==> src/rtl/eae_unit_pkg.sv <==
// rtl/eae_unit_pkg.sv - EAE shared constants: uc bit indices, operation codes, FSM states
package eae_unit_pkg;

    // Micro-bit positions within IR[7:0]
    localparam int UC_CLA = 7;
    localparam int UC_MQA = 6;
    localparam int UC_SCA = 5;
    localparam int UC_MQL = 4;

    // Operation code held in IR[3:1]
    typedef enum logic [2:0] {
        EAE_NOP = 3'd0,
        EAE_SCL = 3'd1,
        EAE_MUY = 3'd2,
        EAE_DVI = 3'd3,
        EAE_NMI = 3'd4,
        EAE_SHL = 3'd5,
        EAE_ASR = 3'd6,
        EAE_LSR = 3'd7
    } eae_code_e;

    typedef enum logic [1:0] {
        ST_IDLE = 2'd0,
        ST_PRE  = 2'd1,
        ST_EXEC = 2'd2,
        ST_DONE = 2'd3
    } eae_state_e;

endpackage

==> src/rtl/eae_step.sv <==
// rtl/eae_step.sv - one combinational EAE iteration on {link,AC,MQ}; divider present only with PDP8_EAE_DIV_EN
module eae_step
    import eae_unit_pkg::*;
#(
    parameter int WIDTH = 12
) (
    input  eae_code_e        code,
    input  logic [WIDTH-1:0] operand,
    input  logic             link_in,
    input  logic [WIDTH-1:0] ac_in,
    input  logic [WIDTH-1:0] mq_in,
    output logic             link_out,
    output logic [WIDTH-1:0] ac_out,
    output logic [WIDTH-1:0] mq_out
);

    logic [WIDTH:0] sum;
`ifdef PDP8_EAE_DIV_EN
    logic [WIDTH:0]   rem_sh;
    logic             rem_ge;
    logic [WIDTH-1:0] rem_sub;
`endif

    // Single step selected by code; AC < operand holds throughout a divide, so the
    // trial difference always fits in WIDTH bits when it is taken.
    always_comb begin
        link_out = link_in;
        ac_out   = ac_in;
        mq_out   = mq_in;
        sum      = {1'b0, ac_in} + (mq_in[0] ? {1'b0, operand} : '0);
`ifdef PDP8_EAE_DIV_EN
        rem_sh   = {ac_in, mq_in[WIDTH-1]};
        rem_ge   = (rem_sh >= {1'b0, operand});
        rem_sub  = rem_sh[WIDTH-1:0] - operand;
`endif
        case (code)
            EAE_MUY: begin
                {ac_out, mq_out} = {sum, mq_in[WIDTH-1:1]};
                link_out         = 1'b0;
            end
`ifdef PDP8_EAE_DIV_EN
            EAE_DVI: begin
                ac_out   = rem_ge ? rem_sub : rem_sh[WIDTH-1:0];
                mq_out   = {mq_in[WIDTH-2:0], rem_ge};
                link_out = 1'b0;
            end
`endif
            EAE_NMI: begin
                {ac_out, mq_out} = {ac_in[WIDTH-2:0], mq_in, 1'b0};
            end
            EAE_SHL: begin
                {link_out, ac_out, mq_out} = {ac_in, mq_in, 1'b0};
            end
            EAE_ASR: begin
                {ac_out, mq_out} = {ac_in[WIDTH-1], ac_in, mq_in[WIDTH-1:1]};
                link_out         = ac_in[WIDTH-1];
            end
            EAE_LSR: begin
                {ac_out, mq_out} = {1'b0, ac_in, mq_in[WIDTH-1:1]};
                link_out         = 1'b0;
            end
            default: ;
        endcase
    end

endmodule

==> src/rtl/eae_unit.sv <==
// rtl/eae_unit.sv - EAE top: FSM, MQ/SC registers, iteration counters; DVI enabled by PDP8_EAE_DIV_EN
module eae_unit
    import eae_unit_pkg::*;
#(
    parameter int WIDTH = 12,
    parameter int SCW   = 5
) (
    input  logic             clk,
    input  logic             nrst,
    input  logic             start,
    input  logic [7:0]       uc_bits,
    input  logic [WIDTH-1:0] ac_in,
    input  logic             link_in,
    input  logic [WIDTH-1:0] operand,
    output logic [WIDTH-1:0] ac_out,
    output logic             link_out,
    output logic [WIDTH-1:0] mq_out,
    output logic [SCW-1:0]   sc_out,
    output logic             busy,
    output logic             done
);

    localparam int              CNTW     = $clog2(WIDTH);
    localparam logic [CNTW-1:0] CNT_LAST = CNTW'(WIDTH - 1);
    localparam logic [SCW-1:0]  SC_MAX   = '1;

    eae_state_e       state_q, state_d;
    logic [WIDTH-1:0] ac_q, ac_d;
    logic [WIDTH-1:0] mq_q, mq_d;
    logic [WIDTH-1:0] op_q, op_d;
    logic             link_q, link_d;
    logic [SCW-1:0]   sc_q, sc_d;
    logic [CNTW-1:0]  cnt_q, cnt_d;
    logic [7:1]       uc_q, uc_d;

    logic [WIDTH-1:0] pre_ac, pre_mq;
    logic [WIDTH-1:0] step_ac, step_mq;
    logic             step_link;
    eae_code_e        code;
    logic             unused_uc0;

    assign unused_uc0 = uc_bits[0];
    assign code       = eae_code_e'(uc_q[3:1]);

    assign ac_out   = ac_q;
    assign link_out = link_q;
    assign mq_out   = mq_q;
    assign sc_out   = sc_q;
    assign busy     = (state_q != ST_IDLE);
    assign done     = (state_q == ST_DONE);

    // Normalised: top two AC bits differ (the 4000/0000 pattern is listed explicitly)
    function automatic logic nmi_stop(input logic [WIDTH-1:0] a, input logic [WIDTH-1:0] m);
        nmi_stop = (a[WIDTH-1] != a[WIDTH-2]) ||
                   ((a == {2'b10, {(WIDTH-2){1'b0}}}) && (m == '0));
    endfunction

    // Register micro-ops in order: CLA, then MQA/MQL (both = swap), then SCA
    always_comb begin
        pre_ac = uc_q[UC_CLA] ? '0 : ac_q;
        pre_mq = mq_q;
        if (uc_q[UC_MQA] && uc_q[UC_MQL]) begin
            pre_mq = pre_ac;
            pre_ac = mq_q;
        end else if (uc_q[UC_MQL]) begin
            pre_mq = pre_ac;
            pre_ac = '0;
        end else if (uc_q[UC_MQA]) begin
            pre_ac = pre_ac | mq_q;
        end
        if (uc_q[UC_SCA]) begin
            pre_ac = pre_ac | {{(WIDTH-SCW){1'b0}}, sc_q};
        end
    end

    eae_step #(
        .WIDTH (WIDTH)
    ) u_step (
        .code     (code),
        .operand  (op_q),
        .link_in  (link_q),
        .ac_in    (ac_q),
        .mq_in    (mq_q),
        .link_out (step_link),
        .ac_out   (step_ac),
        .mq_out   (step_mq)
    );

    // Sequencer: capture on start, apply micro-ops in PRE, iterate in EXEC
    always_comb begin
        state_d = state_q;
        ac_d    = ac_q;
        mq_d    = mq_q;
        op_d    = op_q;
        link_d  = link_q;
        sc_d    = sc_q;
        cnt_d   = cnt_q;
        uc_d    = uc_q;
        case (state_q)
            ST_IDLE: begin
                if (start) begin
                    ac_d    = ac_in;
                    link_d  = link_in;
                    op_d    = operand;
                    uc_d    = uc_bits[7:1];
                    state_d = ST_PRE;
                end
            end
            ST_PRE: begin
                ac_d    = pre_ac;
                mq_d    = pre_mq;
                cnt_d   = '0;
                state_d = ST_DONE;
                case (code)
                    EAE_SCL: sc_d = ~op_q[SCW-1:0];
                    EAE_MUY: state_d = ST_EXEC;
`ifdef PDP8_EAE_DIV_EN
                    EAE_DVI: begin
                        if (pre_ac >= op_q) begin
                            link_d = 1'b1;
                        end else begin
                            state_d = ST_EXEC;
                        end
                    end
`endif
                    EAE_NMI: begin
                        sc_d = '0;
                        if (!nmi_stop(pre_ac, pre_mq)) begin
                            state_d = ST_EXEC;
                        end
                    end
                    EAE_SHL, EAE_ASR, EAE_LSR: begin
                        sc_d    = op_q[SCW-1:0];
                        state_d = ST_EXEC;
                    end
                    default: ;
                endcase
            end
            ST_EXEC: begin
                ac_d   = step_ac;
                mq_d   = step_mq;
                link_d = step_link;
                case (code)
                    EAE_NMI: begin
                        sc_d = sc_q + 1'b1;
                        if (((sc_q + 1'b1) == SC_MAX) || nmi_stop(step_ac, step_mq)) begin
                            state_d = ST_DONE;
                        end
                    end
                    EAE_SHL, EAE_ASR, EAE_LSR: begin
                        if (sc_q == '0) begin
                            state_d = ST_DONE;
                        end else begin
                            sc_d = sc_q - 1'b1;
                        end
                    end
                    default: begin
                        cnt_d = cnt_q + 1'b1;
                        if (cnt_q == CNT_LAST) begin
                            state_d = ST_DONE;
                        end
                    end
                endcase
            end
            ST_DONE: state_d = ST_IDLE;
            default: state_d = ST_IDLE;
        endcase
    end

    // State and datapath registers; reset clears everything immediately
    always_ff @(posedge clk or negedge nrst) begin
        if (!nrst) begin
            state_q <= ST_IDLE;
            ac_q    <= '0;
            mq_q    <= '0;
            op_q    <= '0;
            link_q  <= 1'b0;
            sc_q    <= '0;
            cnt_q   <= '0;
            uc_q    <= '0;
        end else begin
            state_q <= state_d;
            ac_q    <= ac_d;
            mq_q    <= mq_d;
            op_q    <= op_d;
            link_q  <= link_d;
            sc_q    <= sc_d;
            cnt_q   <= cnt_d;
            uc_q    <= uc_d;
        end
    end

endmodule

==> config.mk <==
export PLATFORM = sky130hd
export DESIGN_NAME = eae_unit
export DESIGN_NICKNAME = d
export VERILOG_FILES = /design/src/rtl/eae_unit_pkg.sv /design/src/rtl/eae_step.sv /design/src/rtl/eae_unit.sv
export SDC_FILE = /design/constraint.sdc
export NUM_CORES = 1
export LEC_CHECK = 0
export ABC_AREA = 1
export CORE_UTILIZATION = 45
export DETAILED_ROUTE_END_ITERATION = 12
export GPL_TIMING_DRIVEN = 0
export PLACE_DENSITY = 0.72
export SLEW_MARGIN = 5
export SYNTH_ARGS = -nofsm -noshare
export SYNTH_HDL_FRONTEND = slang
export SYNTH_SLANG_ARGS = --single-unit
export TNS_END_PERCENT = 50
==> constraint.sdc <==
create_clock -name clk -period 4.2 [get_ports clk]
set_input_delay 0.42 -clock clk [delete_from_list [all_inputs] [get_ports clk]]
set_output_delay 0.42 -clock clk [all_outputs]
set_load 0.005 [all_outputs]
* Word-level counts from Yosys, hierarchy flattened *
Cells that the tools add are included.

word-level totals
  flip-flop bits (word level) = 55
  input port bits = 36
  output and inout bits = 32

operators by class
  reductions and logical operators = 27
  add/sub/neg operators = 4
  muxes and demuxes = 30
  bitwise logic cells = 3
  equality and inequality tests = 24

operators with widths
  kind                    number
  $mux W12                9
  $pmux W12 S3            2
  $pmux W12 S4            1
  $eq A12 B12 Y1 const B  2
  $logic_not A12 Y1       2
  $pmux W12 S2            1
  $pmux W5 S2             2
  $pmux W5 S3             1
  $add A12 B13 Y13        1
  $eq A3 B3 Y1 const B    4
  $ne A3 B3 Y1 const B    4
  $or A12 B12 Y12         1
  $or A12 B5 Y12          1
  $mux W2                 4
  $pmux W2 S4             1
  $pmux W4 S2             1
  $reduce_and A4 Y1       2
  $reduce_or A2 Y1        4
  $reduce_or A4 Y1        2
  $pmux W1 S2             3
  $reduce_and A2 Y1       3
  $reduce_bool A2 Y1      3
  $add A5 B1 Y5 const B   1
  $eq A5 B5 Y1 const B    1
  other kinds (24)        32

* Logic depth before layout (Yosys ltp) *
Gate-level depths: netlist of the first run.

  depth after elaboration = 13
  gate-level depth with buffers = 19
  mapped depth without buffers = 18

* Hierarchy *
A second synthesis of the first run with hierarchy kept.

second synthesis, totals
  cells, all modules = 677
  area, all modules = 4,578.1 um^2

by module, submodules not included
  module    area an instance (um^2)  cells each  times used
  eae_unit  3,214.3                  403         1
  eae_step  1,363.8                  274         1

* Least setup slack after synthesis of the first run *
OpenSTA, ideal clock, no wires.

  kind = register to register
  from = register (tool-made name)
  to = register ac_q[5] (netlist: ac_out[5])
  slack = 1,896 ps
  stages on the path, launching flop included = 17
  setup time = 116 ps
  buffers on the path = 1
  clock period less this slack = 2,304 ps
  required time = 4,084 ps
  arrival time = 2,188 ps
  path through = dfrtp_1 clkbuf_1 nand2_1 inv_1 ha_1 fa_1 nand3_1 nand2_1 a21oi_1 inv_1 or2_0 nand3_1 nand2_1 o211ai_1 nand2_1 nand2_1 nand2_1

RTL lines
  item                  line             RTL
  to (signal assigned)  eae_unit.sv:174  ac_q <= '0;
  to (signal assigned)  eae_unit.sv:183  ac_q <= ac_d;
  to (decl)             eae_unit.sv:28   logic [WIDTH-1:0] ac_q, ac_d;

==> results of run 1 <==
## metal layers
layer  vias to the layer above  routed length (um)  track usage  part of all wire
met1                      2143                6160        0.407              0.45
met3                        26                 998       0.0341             0.072
met4                         0                 267       0.0814             0.019
met5                         -                   0            0                 0
li1                       2237                   -            -                 -
met2                       197                6350        0.465              0.46
## worst paths after layout
check	startpoint	to	slack, ns	cells after the start
setup / recovery	flip-flop	ac_out[5]	1.31	16
hold / removal	nrst	async pin	0.12	1
setup reg to reg	flip-flop	ac_out[5]	1.31	16
hold reg to reg	op_q[7]	op_q[7]	0.52	1
max in group asynchronous	nrst	op_q[5]	3.48	2
min in group clk	op_q[7]	op_q[7]	0.52	1
## placed cells by master, fill, tap and decap left out, types with 2 or more instances in the layout
cell type        synthesis  layout
dfrtp_1                 55      55
clkbuf_1                13      13
a221oi_1                 7       7
nand4_1                  3       3
o21ai_0                 62      62
clkinv_1                 2       2
a32oi_1                  6       6
o211ai_1                 7       7
xnor2_1                  2       2
clkdlybuf4s50_1          0      65
a22oi_1                  8       8
ha_1                    22      22
a31oi_1                  5       5
buf_2                    8       9
nand2_1                127     127
o22ai_1                 20      20
mux2_2                   9       9
xor2_1                   5       5
inv_1                   89      89
nor3_1                   4       4
nand3_1                 33      33
nor2_1                  69      69
clkbuf_8                 0       7
a21oi_1                 45      45
buf_4                    4       4
o221ai_1                 3       3
buf_1                    2       2
## cells by family (layout without fill, tap and decap cells)
logic type	count (synthesis)	after routing	share of synthesized area
AOI/OAI and AO/OA	169	169	0.231
xor gates and xnor gates	7	7	0.0142
adders and majority gates	23	23	0.0685
buffers and inverters	120	195	0.112
DFF	55	55	0.319
muxes	10	10	0.0259
and+or+nand+nor	242	242	0.229
## area by class of cell
type	count	area [um2]	share of cell area
buffer	29	143	0.0272
clock inverter	1	7.51	0.00143
multi-input combinational	451	2450	0.466
inverter	91	342	0.0651
sequential	55	1380	0.262
clock buffer	7	96.3	0.0184
tap	129	161	0.0308
timing repair buffer	67	676	0.129
## report_power, final
group	total, mW	switching, mW	leakage [nW]	internal [mW]
Clock	0.339	0.188	0.0505	0.151
Combinational	3.23	2.00	1.77	1.23
Sequential	1.08	0.297	0.667	0.782
Total	4.65	2.49	2.49	2.16
==> metrics, run 1 <==
Placed Area ~0.0051 mm2; slew of the pin with the lowest slew margin around 0.7 ns; CP Launch Type flip-flop; final instance area around 0.0052 mm2; CP Max Fanout 10; fin crit share 0.687; initial core utilization 0.466; Total Wirelength ~14000 um; Die Y 99.8 um; Static Leakage 2.49 nW; Antenna diodes 0; Post-CTS Resized 0; core box area 0.00924 mm2; GRT Resource Usage Total 0.288; FP Rows 35; CP Data Required Time between 4 and 5 ns; Power Density ~890 mW/mm2; DRT iter0 DRCs approximately 340; Pwr Total between 4 and 5 mW; Post-synth top cells nand2_1 (127), inv_1 (89), nor2_1 (69); Routed Antenna Nets 0; mapped cell area 0.00431 mm2; final setup vio count 0; Pre-antenna DRT Iters 5; vias in the first global route 4385; grt ovf 0; hold_buf cts 0; CTS root buf clkbuf_8; post-route insts no fill 830; #FFs+latches synth 55; IO Count 68; first-pass GRT wire length 22300 um; clk_lat worst skew about 0.32 ns; Post-Syn Area per Cell 6.88 um2; TritonCTS clock tree done; post-layout minimum cycle time ~2.9 ns; initial antenna violation count 0; post-CTS setup buffers 0; final slew viol count 0; Setup Skew 0.00999 ns; via count 4603; Yosys Warn Count 0; top-count cell post-synth nand2_1; PortBufs 66; CTS Buffer Depth 2; Slowest Stage Delay on Critical Path ~0.45 ns; Vias per Instance between 5 and 6; post-synth top area share 0.319; Top FF cell, synth dfrtp_1; Worst slew margin 0.530; largest cells by area after synthesis dfrtp_1 (32%), nand2_1 (11%), inv_1 (7.8%); fin nets 759; post-place setup slack between 1 and 1.5 ns; crit end category flip-flop; Post-synth EDFFs 0; most used cell, CP nand2_1; Final Hold Viols 0; total CTS buffers 5; Total Die Area between 0.009 and 0.01 mm2; slowest CP cell dfrtp_1; Synth cell types between 40 and 50; Max VDD drop roughly 370 uV; Layout Area Growth over Synthesis 21.8%; Clock transition at path regs roughly 0.10 ns; DP Cell Count 822; RSZ-0062 raised after global routing false; chip width roughly 100 um; Buf/Inv on CP 3; delay-heaviest family, CP simple AND/OR/NAND/NOR gates; post-route setup slack ~1.3 ns; H-tree lvl count 2; Hold Slack ~0.12 ns; setup tns final 0 ns; gp weighted congestion 0.957; layout cells sized above 1 0.0571; Seq/Total Area, Yosys 0.319; Cells after Synth 626; status completed; fraction of registers with async set/reset 1.00; clk sink count 55; CP Class flip-flop to flip-flop; Post-Syn Nets between 600 and 700; fmax about 0.35 GHz; FILL cells 898; Synth area leader dfrtp_1; cells along the critical path clkbuf_1 -> nand2_1 -> inv_1 -> ha_1 -> fa_1 -> nand3_1 -> nand2_1 -> a21oi_1 -> inv_1 -> or2_0 -> nand3_1 -> nand2_1 -> o211ai_1 -> nand2_1 -> nand2_1 -> nand2_1; worst hold-check path type primary input to async pin; DR DRC count 0; largest net degree at the start of global routing 29; Max Cap Viol 0; routed len/inst ~17 um; HPWL after DPL approximately 11000 um; Critical Path AT around 3.1 ns; fin util 0.568
(Power assumes the default switching activity.)
==> run 2: changes to the inputs <==
==> constraint.sdc (replaced) <==
create_clock -name clk -period 2.9 [get_ports clk]
set_input_delay 0.29 -clock clk [delete_from_list [all_inputs] [get_ports clk]]
set_output_delay 0.29 -clock clk [all_outputs]
set_load 0.005 [all_outputs]
==> metrics, run 2 (synthesized netlist as in run 1, its figures left out) <==
Hold Slack -0.00828 ns; DR DRC count 0; clk_lat worst skew between 0.3 and 0.4 ns; Worst slew margin 0.528; Die Y 99.8 um; layout cells sized above 1 0.0599; core box area slightly above 0.009 mm2; largest net degree at the start of global routing 29; failing checks hold timing; CTS root buf clkbuf_8; Total Wirelength 13800 um; GRT Resource Usage Total 0.288; Layout Area Growth over Synthesis 22.0%; fmax 0.368 GHz; grt ovf 0; initial antenna violation count 0; post-route insts no fill 830; met2 Use GR 0.465; Max Cap Viol 0; via count about 4600; met3 Track Usage GR 0.0341; Antenna diodes 0; fin crit share 0.937; status finished, violations left; commonest non-fill, non-tap cell in the layout nand2_1; Pre-antenna DRT Iters 5; setup tns final 0 ns; CP Launch Type flip-flop; vias in the first global route around 4400; hold_buf cts 0; chip width between 90 and 100 um; CTS Buffer Depth 2; RSZ-0062 raised after global routing false; gp weighted congestion between 0.9 and 1; post-CTS setup buffers 0; final setup vio count 0; flop2flop setup slack 0.18 ns; total CTS buffers 5; initial core utilization 0.466; FP Rows 35; TritonCTS clock tree done; most frequent cells in the layout nand2_1 (127), inv_1 (89), nor2_1 (69); Critical Path AT ~3 ns; Setup Skew 0.00977 ns; fin nets approximately 760; FILL cells ~900; grt met1 use 0.407; Placed Area roughly 0.005 mm2; busiest grt layer met2; slew of the pin with the lowest slew margin about 0.71 ns; Final Hold Viols 8; IO Count 68; Routed Antenna Nets 0; H-tree lvl count 2; HPWL after DPL about 11000 um; crit end category flip-flop; DRT iter0 DRCs about 350; Max VDD drop 546 uV; Vias per Instance 5.52; CP Max Fanout 10; CP Data Required Time 3.12 ns; Power Density around 1300 mW/mm2; clk sink count 55; Total Die Area between 0.009 and 0.01 mm2; Clock transition at path regs around 0.10 ns; CP Class flip-flop to flip-flop; PortBufs 66; final slew viol count 0; DP Cell Count between 800 and 900; final instance area roughly 0.0053 mm2; worst hold-check path type primary input to async pin; first-pass GRT wire length 22300 um; routed len/inst approximately 17 um; post-layout minimum cycle time about 2.7 ns; Static Leakage 2.49 nW
-- run 2: cell types whose count changed in the layout (fill, tap and decap cells not counted), sizes merged --
cell and change:
buf +1, clkbuf -1
-- run 2: area by class of cell --
class,count,area (um2),share of cell area
well taps,129,161,0.0307
multi-input cells,451,2450,0.467
repair buffers,67,676,0.129
clock inverters,1,7.51,0.00143
flip-flops and latches,55,1380,0.262
plain buffers,29,144,0.0274
clock buffers,7,96.3,0.0183
inverters,91,342,0.0650
-- run 2: worst paths after layout --
| path | from | to | cells after the start |
|---|---|---|---|
| min | nrst | async pin | 1 |
| max | flip-flop | ac_out[5] | 16 |
| min reg2reg | op_q[7] | op_q[7] | 1 |
| max in group asynchronous | nrst | op_q[5] | 2 |
| max reg2reg | flip-flop | ac_out[5] | 16 |
| min in group clk | op_q[7] | op_q[7] | 1 |
-- run 2: power by group --
group | leakage (nW) | internal (mW) | switching (mW) | total (mW)
registers | 0.667 | 1.13 | 0.430 | 1.56
clock network | 0.0505 | 0.218 | 0.273 | 0.491
logic | 1.77 | 1.78 | 2.91 | 4.69
total | 2.49 | 3.13 | 3.61 | 6.74
-- run 2: stage by stage --
stage	util	total power [mW]	hold WS, ns	setup WS [ns]
2_1_floorplan	-	4.58	-0.00559	0.596
3_3_place_gp	0.555	6.07	0.491	-0.239
3_5_place_dp	0.557	6.15	0.369	0.0554
4_1_cts	0.568	6.67	0.0234	0.0319
5_1_grt	0.569	7.39	0.0513	0.0137
6_report	0.569	6.74	-0.00828	0.182
-- run 2: what timing repair did --
action                                 4_1_cts  5_1_grt
gates resized for setup                      0        4
setup endpoints to repair                    0        7
endpoints found under the hold margin        0        0
-- run 2: layer usage --
metal	share of wire	wire length, um
met1	0.46	6360
met2	0.46	6350
met3	0.058	794
met4	0.019	261
met5	0	0
-- run 2: critical path, cell delays in order (launching register included) --
cell and delay, ns:
dfrtp_1 0.44, buf_2 0.23, nand2_1 0.10, inv_1 0.04
ha_1 0.21, fa_1 0.45, nand3_1 0.10, nand2_1 0.12
a21oi_2 0.18, inv_1 0.07, or2_0 0.20, nand3_1 0.08
nand2_1 0.06, o211ai_1 0.12, nand2_1 0.09, nand2_1 0.07
nand2_1 0.05
==> run 3: changes to the inputs <==
--- a/config.mk
+++ b/config.mk
@@ -6,10 +6,10 @@
 export NUM_CORES = 1
 export LEC_CHECK = 0
 export ABC_AREA = 1
-export CORE_UTILIZATION = 45
+export CORE_UTILIZATION = 30
 export DETAILED_ROUTE_END_ITERATION = 12
 export GPL_TIMING_DRIVEN = 0
-export PLACE_DENSITY = 0.72
+export PLACE_DENSITY = 0.53
 export SLEW_MARGIN = 5
 export SYNTH_ARGS = -nofsm -noshare
 export SYNTH_HDL_FRONTEND = slang
==> metrics, run 3 (synthesized netlist as in run 1, its figures left out) <==
Max Cap Viol 0; status completed; DR DRC count 0; H-tree lvl count 2; CP Max Fanout 14; via count ~4500; CTS root buf clkbuf_16; fmax slightly below 0.4 GHz; flop2flop setup slack around 0.36 ns; Clock transition at path regs around 0.08 ns; core box area roughly 0.014 mm2; gp weighted congestion roughly 0.9; HPWL after DPL around 11000 um; clk sink count 55; reg2reg end state_q[1]; setup tns final 0 ns; Critical Path AT around 2.7 ns; final setup vio count 0; Total Wirelength 14200 um; Setup Skew just under 0.009 ns; Total Die Area 0.0148 mm2; Routed Antenna Nets 0; vias in the first global route ~4400; Max VDD drop between 300 and 400 uV; layout cells sized above 1 0.0585; GRT Resource Usage Total 0.202; Final Hold Viols 0; routed len/inst between 15 and 20 um; DRT iter0 DRCs ~400; initial antenna violation count 0; Pre-antenna DRT Iters 5; final slew viol count 0; first-pass GRT wire length between 20000 and 25000 um; RSZ-0062 raised after global routing false; Placed Area between 0.005 and 0.006 mm2; Static Leakage 2.52 nW; crit end category flip-flop; clk_lat worst skew 0.31 ns; chip width between 100 and 150 um; Pwr Total 6.89 mW; largest net degree at the start of global routing 32; initial core utilization 0.309; worst hold-check path type primary input to async pin; IO Count between 60 and 70; fin nets ~760; most frequent cells in the layout nand2_1 (127), inv_1 (89), nor2_1 (69); Layout Area Growth over Synthesis 24.8%; Antenna diodes 0; CP Data Required Time 3.10 ns; slowest CP cell dfrtp_2; most used cell, CP nand2_1; PortBufs 66; CP Class flip-flop to flip-flop; Slowest Stage Delay on Critical Path roughly 0.52 ns; total CTS buffers 5; final instance area about 0.0054 mm2; Die Y roughly 120 um; Vias per Instance between 5 and 6; FP Rows 43; Worst slew margin 0.607; Power Density ~1300 mW/mm2; cells along the critical path nand2_1 -> inv_1 -> ha_1 -> fa_1 -> nand3_1 -> nand2_1 -> nand3_1 -> nand3_1 -> nand2_1 -> nand2_1 -> nor2_1 -> nand3_1 -> nand3_2 -> nand2_1 -> nand2_1 -> nand2_1; grt ovf 0; fin crit share 0.874; TritonCTS clock tree done; post-layout minimum cycle time 2.54 ns; CP Launch Type flip-flop; slew of the pin with the lowest slew margin 0.590 ns; worst reg2reg path depth 16; commonest non-fill, non-tap cell in the layout nand2_1; CTS Buffer Depth 2
run 3: final cells by class:
class                      count  area (um2)
buffer                        28         139
fill                        1508        8560
sequential                    55        1380
clock inverter                 1        7.51
inverter                      91         342
clock buffer                   7         153
timing repair buffer          68         686
multi-input combinational    451        2450
tap                          180         225
run 3: metal layers:
layer | vias to the layer above | wire (um) | global-route usage
met1 | 2133 | 6720 | 0.270
met5 | - | 0 | 0
met4 | 0 | 337 | 0.0841
li1 | 2238 | - | -
met3 | 19 | 681 | 0.0243
met2 | 127 | 6490 | 0.327
run 3: power by group:
part	switching [mW]	internal (mW)	leakage, nW	total, mW
Clock	0.311	0.369	0.0761	0.680
Sequential	0.476	1.13	0.666	1.61
Combinational	2.82	1.78	1.77	4.60
run 3: worst max path at each step:
stage | start | to | slack (ns)
floorplan | flip-flop | ac_out[5] | 0.60
global placement | nrst | ac_out[7] | -0.35
detailed placement | flip-flop | state_q[1] | 0.16
CTS | flip-flop | state_q[1] | 0.13
global route | flip-flop | state_q[1] | 0.11
finish | flip-flop | state_q[1] | 0.36
run 3: worst max-delay path, delay by kind of cell (launching register included):
family / cells / cell delay, ns
buffers and inverters: 1 / 0.04
AND/OR/NAND/NOR: 13 / 1.23
flip-flops: 1 / 0.52
adder cells (fa/ha/maj): 2 / 0.64
run 3: metrics by stage:
| step | util | hold WS, ns | cells | setup WS, ns |
|---|---|---|---|---|
| after floorplan | - | -0.00559 | 626 | 0.596 |
| after global placement | 0.373 | 0.488 | 872 | -0.349 |
| after detailed placement | 0.374 | 0.334 | 873 | 0.158 |
| after CTS | 0.386 | 0.512 | 882 | 0.131 |
| after global routing | 0.386 | 0.519 | 881 | 0.111 |
| final | 0.386 | 0.506 | 881 | 0.364 |
run 3: repair_timing:
item | 4_1_cts | 5_1_grt
hold buffers | 1 | 0
resized for setup | 0 | 1
endpoints found under the hold margin | 4 | 0
setup buffers | 0 | 0
endpoints found under the setup margin | 0 | 4
==> variant 1 (flow settings as in run 3) <==
The 4 states of `eae_state_e` get a one-hot encoding in 4 bits.
--- a/src/rtl/eae_unit_pkg.sv
+++ b/src/rtl/eae_unit_pkg.sv
@@ -19,11 +19,11 @@
         EAE_LSR = 3'd7
     } eae_code_e;
 
-    typedef enum logic [1:0] {
-        ST_IDLE = 2'd0,
-        ST_PRE  = 2'd1,
-        ST_EXEC = 2'd2,
-        ST_DONE = 2'd3
+    typedef enum logic [3:0] {
+        ST_IDLE = 4'b0001,
+        ST_PRE  = 4'b0010,
+        ST_EXEC = 4'b0100,
+        ST_DONE = 4'b1000
     } eae_state_e;
 
 endpackage
Function: no difference found for any inputs over 4 cycles, from zero or initial values and one cycle with nrst low; so few cycles prove little.
==> variant 1 against run 3 <==
Die area is 0.68% lower; synthesized area is 0.70% lower; via count is 3.5% lower; final area is 1.5% higher; worst hold slack worse by 470 ps; total power is 5.3% higher; cell count is 4.7% lower; worst setup slack worse by 72 ps; critical endpoint is now state_q[2]; combinational power is 2% lower; sequential cell count is 2 higher; highest routed layer unchanged; critical path depth is 1 higher; wire length is 1.7% lower; critical path type unchanged.
==> variant 1: results (changes against run 3) <==
stage	metric	value	unit	change
run_status	status	finished, final reports clean		
global_routing	vias in the first global route	4237		-3.1%
global_routing	met1 Use GR	26.12	%	-0.92 points
worst_setup_path	WP data arrival	2830	ps	+100 ps
placement	dpl cell area	0.005161	sq mm	-0.91%
cells_and_area	nets	709		-6.6%
cts	clk slew on worst S/H paths	50	ps	-30 ps
cts	worst skew pair latency	340	ps	+30 ps
routing	WL final	13980	um	-1.7%
logic_synthesis	post-synthesis sequential area ratio	33.37	%	+1.4 points
global_routing	global-route wire length before repair	22320	um	-2.7%
global_routing	met2 GRT Util	31.53	%	-1.2 points
cts	CTS buffer count	9		+4
logic_synthesis	Synthesized Nets	632		-7.7%
global_routing	Tot GR Track Use	19.95	%	-0.24 points
global_routing	met3 GRT Util	3.524	%	+1.1 points
cts	H-tree levels	3		+1
worst_setup_path	Crit-path slowest cell	dfrtp_1		
placement	dpl hpwl	10630	um	-5.4%
cells_and_area	Final Non-Filler Cells	840		-4.7%
logic_synthesis	synth unique cells	50		+22%
worst_setup_path	critical path's largest stage delay	460	ps	-60 ps
routing	1st-pass router iterations	7		+2
sta	Slew headroom	48.93	%	-12 points
sta	worst hold slack	30.69	ps	-474.9 ps
routing	met2 wire len	6448	um	-0.63%
placement	Placed Cells	824		-5.6%
logic_synthesis	synth top area cells	dfrtp_1, nand2_1, inv_1		
logic_synthesis	mean area per synthesized cell	7.401	sq um	+7.5%
pwr	Max VDD drop	399.3	uV	+3.1%
-- variant 1: cell count changes after synthesis, moves of 4 or more --
cell	delta
nor2_1	-28
o21ai_0	-25
inv_1	-19
o21ai_1	+14
inv_2	+12
a21oi_1	-9
o22ai_1	-7
nand2_1	-6
clkbuf_1	-5
ha_1	-5
nor2_4	+4
-- variant 1: layout make-up --
cell class                      count  area, sq um  area share, %
Inverter                           84        320.3          5.870
Timing Repair Buffer               66        658.1          12.06
Tap cell                          180        225.2          4.127
Multi-Input combinational cell    411         2396          43.91
Buffer                             26        138.9          2.545
Clock buffer                       13        250.2          4.586
Sequential cell                    57         1428          26.16
Clock inverter                      3        40.04         0.7338
-- variant 1: power by group through the flow --
stage | sequential, W | clock, W | combinational (W)
floorplan | 0.00153 | 0 | 0.00308
global placement | 0.00166 | 0 | 0.00440
detailed placement | 0.00167 | 0 | 0.00446
CTS | 0.00165 | 0.00108 | 0.00449
global route | 0.00172 | 0.00112 | 0.00507
finish | 0.00166 | 0.00107 | 0.00452
-- variant 1: critical path: cells and delay by family, from the launching register on --
kind          cells  cell delay, ps
buf+inv           2             270
fa+ha+maj         2             610
flops             1             460
simple gates     13            1160
-- variant 1: cells by family (layout without fill, tap and decap cells) --
family          Yosys count  count (layout)  share of synthesized area, %
buf+inv                 110             192                         10.70
simple gates            217             217                         22.26
fa+ha+maj                18              18                         5.440
compound gates          160             160                         24.42
mux                       9               9                         2.369
flops                    57              57                         33.37
xor+xnor                  7               7                         1.433
-- variant 1: final timing paths --
kind                       cells after the start  startpoint         end
hold / removal                                 1        nrst   async pin
min in group clk                               2    link_out    link_out
setup / recovery                              17        flop  state_q[2]
max in group asynchronous                      1        nrst   sc_out[3]
hold reg to reg                                2    link_out    link_out
setup reg to reg                              17        flop  state_q[2]
==> variant 2 (settings of run 3) <==
Made on the original files. The option `PDP8_EAE_DIV_EN` is turned on by a define.
--- a/src/rtl/eae_step.sv
+++ b/src/rtl/eae_step.sv
@@ -1,4 +1,6 @@
 // rtl/eae_step.sv - one combinational EAE iteration on {link,AC,MQ}; divider present only with PDP8_EAE_DIV_EN
+`define PDP8_EAE_DIV_EN
+
 module eae_step
     import eae_unit_pkg::*;
 #(
Formal check against the unedited RTL: not equivalent (Yosys sat finds a counterexample within 4 cycles, from zero or initial values and one cycle with nrst low).
==> variant 2 against run 3 <==
The flow now finishes with violations (negative hold slack); wire length grew 40%; synthesized area increased by 26%; final area rose by 22%; sequential cell count is the same; worst setup slack got worse by 180 ps; critical path type unchanged; largest cell class unchanged.
Power is left out: the tool's default activity adds up to more than one toggle a clock period on the data nets, which glitch-free logic cannot reach.
==> variant 2: results (changes against run 3) <==
stage	metric	value	unit	change
global_routing	global-route wire length before repair	31080	um	+35%
routing	WL final	19880	um	+40%
logic_synthesis	xor/xnor share of the synthesized area	2.572	%	+1.1 points
logic_synthesis	Synth Area in Compound Gates	23.08	%	about the same
worst_setup_path	Worst R2R End	ac_out[9]		
run_status	status	complete, but fails checks		
cells_and_area	filler instances	1906		+26%
logic_synthesis	post-synthesis sequential area ratio	25.26	%	-6.7 points
sta	Final Hold Fails	17		+17
logic_synthesis	Synthesized Nets	908		+33%
routing	DR vias/cell	5.168		+0.80%
sta	Slew headroom	37.89	%	-23 points
cells_and_area	share of cells above drive strength 1	6.563	%	+0.71 points
placement	routability cong.	0.9215		+1.9%
global_routing	met3 GRT Util	4.111	%	+1.7 points
sta	Clock Skew	11.12	ps	+2.365 ps
placement	Placed Cells	1116		+28%
worst_setup_path	critical path's largest stage delay	460	ps	-60 ps
global_routing	vias in the first global route	5562		+27%
routing	iteration-0 DRC count of the detailed router	550		+36%
logic_synthesis	synth top area cells	dfrtp_1, nand2_1, ha_1		
worst_setup_path	worst reg2reg setup slack	190	ps	-180 ps
sta	worst hold slack	-15.78	ps	-521.3 ps
placement	Setup WS pre-CTS	-120.3	ps	-277.9 ps
placement	dpl hpwl	16010	um	+43%
global_routing	largest net degree at the start of global routing	31		-3.1%
worst_setup_path	WP data arrival	2920	ps	+190 ps
routing	via count	5809		+29%
run_status	failing checks	negative hold slack		
variant 2: changes by cell type after synthesis, sizes merged, moves of 6 or more:
cell	delta
nor2	+7
o21ai	+9
buf	-10
nand3	+19
a21oi	+31
nand2	+57
clkbuf	+8
ha	+24
inv	+31
xor2	+6
mux2	-6
variant 2: metal layers:
metal,wire length (um),vias up
met5,0,-
met4,566,0
met3,1332,31
met2,8531,202
met1,9453,2676
li1,-,2900
variant 2: cells by family (layout without fill, tap and decap cells):
kind of cell,after synthesis,count (layout)
AO/OA/AOI/OAI,218,218
XOR/XNOR,16,16
flip-flops,55,55
adder cells (fa/ha/maj),48,48
multiplexers,3,3
buffers and inverters,150,225
AND/OR/NAND/NOR,334,334
variant 2: what timing repair did:
| item | in CTS | in global routing |
|---|---|---|
| resized for setup | 1 | 12 |
| setup endpoints to repair | 4 | 7 |
| setup buffers | 0 | 1 |
variant 2: worst max-delay path by stage:
stage | to | from | depth (start not counted) | slack, ps
2_1_floorplan | ac_out[9] | flop | 17 | 610
3_3_place_gp | ac_out[5] | nrst | 1 | -340
3_5_place_dp | state_q[1] | flop | 16 | -120
4_1_cts | ac_out[9] | flop | 17 | 10
5_1_grt | ac_out[9] | op_q[0] | 17 | 30
6_report | ac_out[9] | flop | 17 | 190
variant 2: stage by stage:
step,instance area (sq um),TNS (ps)
global placement,6391,-18800
floorplan,5449,0
CTS,6546,0
global route,6575,0
detailed placement,6406,-313.6
finish,6575,0
variant 2: area by class of cell:
| type | instances | area share, % |
|---|---|---|
| clock buffer | 5 | 1.903 |
| sequential | 55 | 20.97 |
| clock inverter | 2 | 0.2093 |
| tap | 225 | 4.282 |
| multi-input combinational | 619 | 53.42 |
| timing repair buffer | 68 | 10.39 |
| buffer | 27 | 1.808 |
| inverter | 123 | 7.022 |
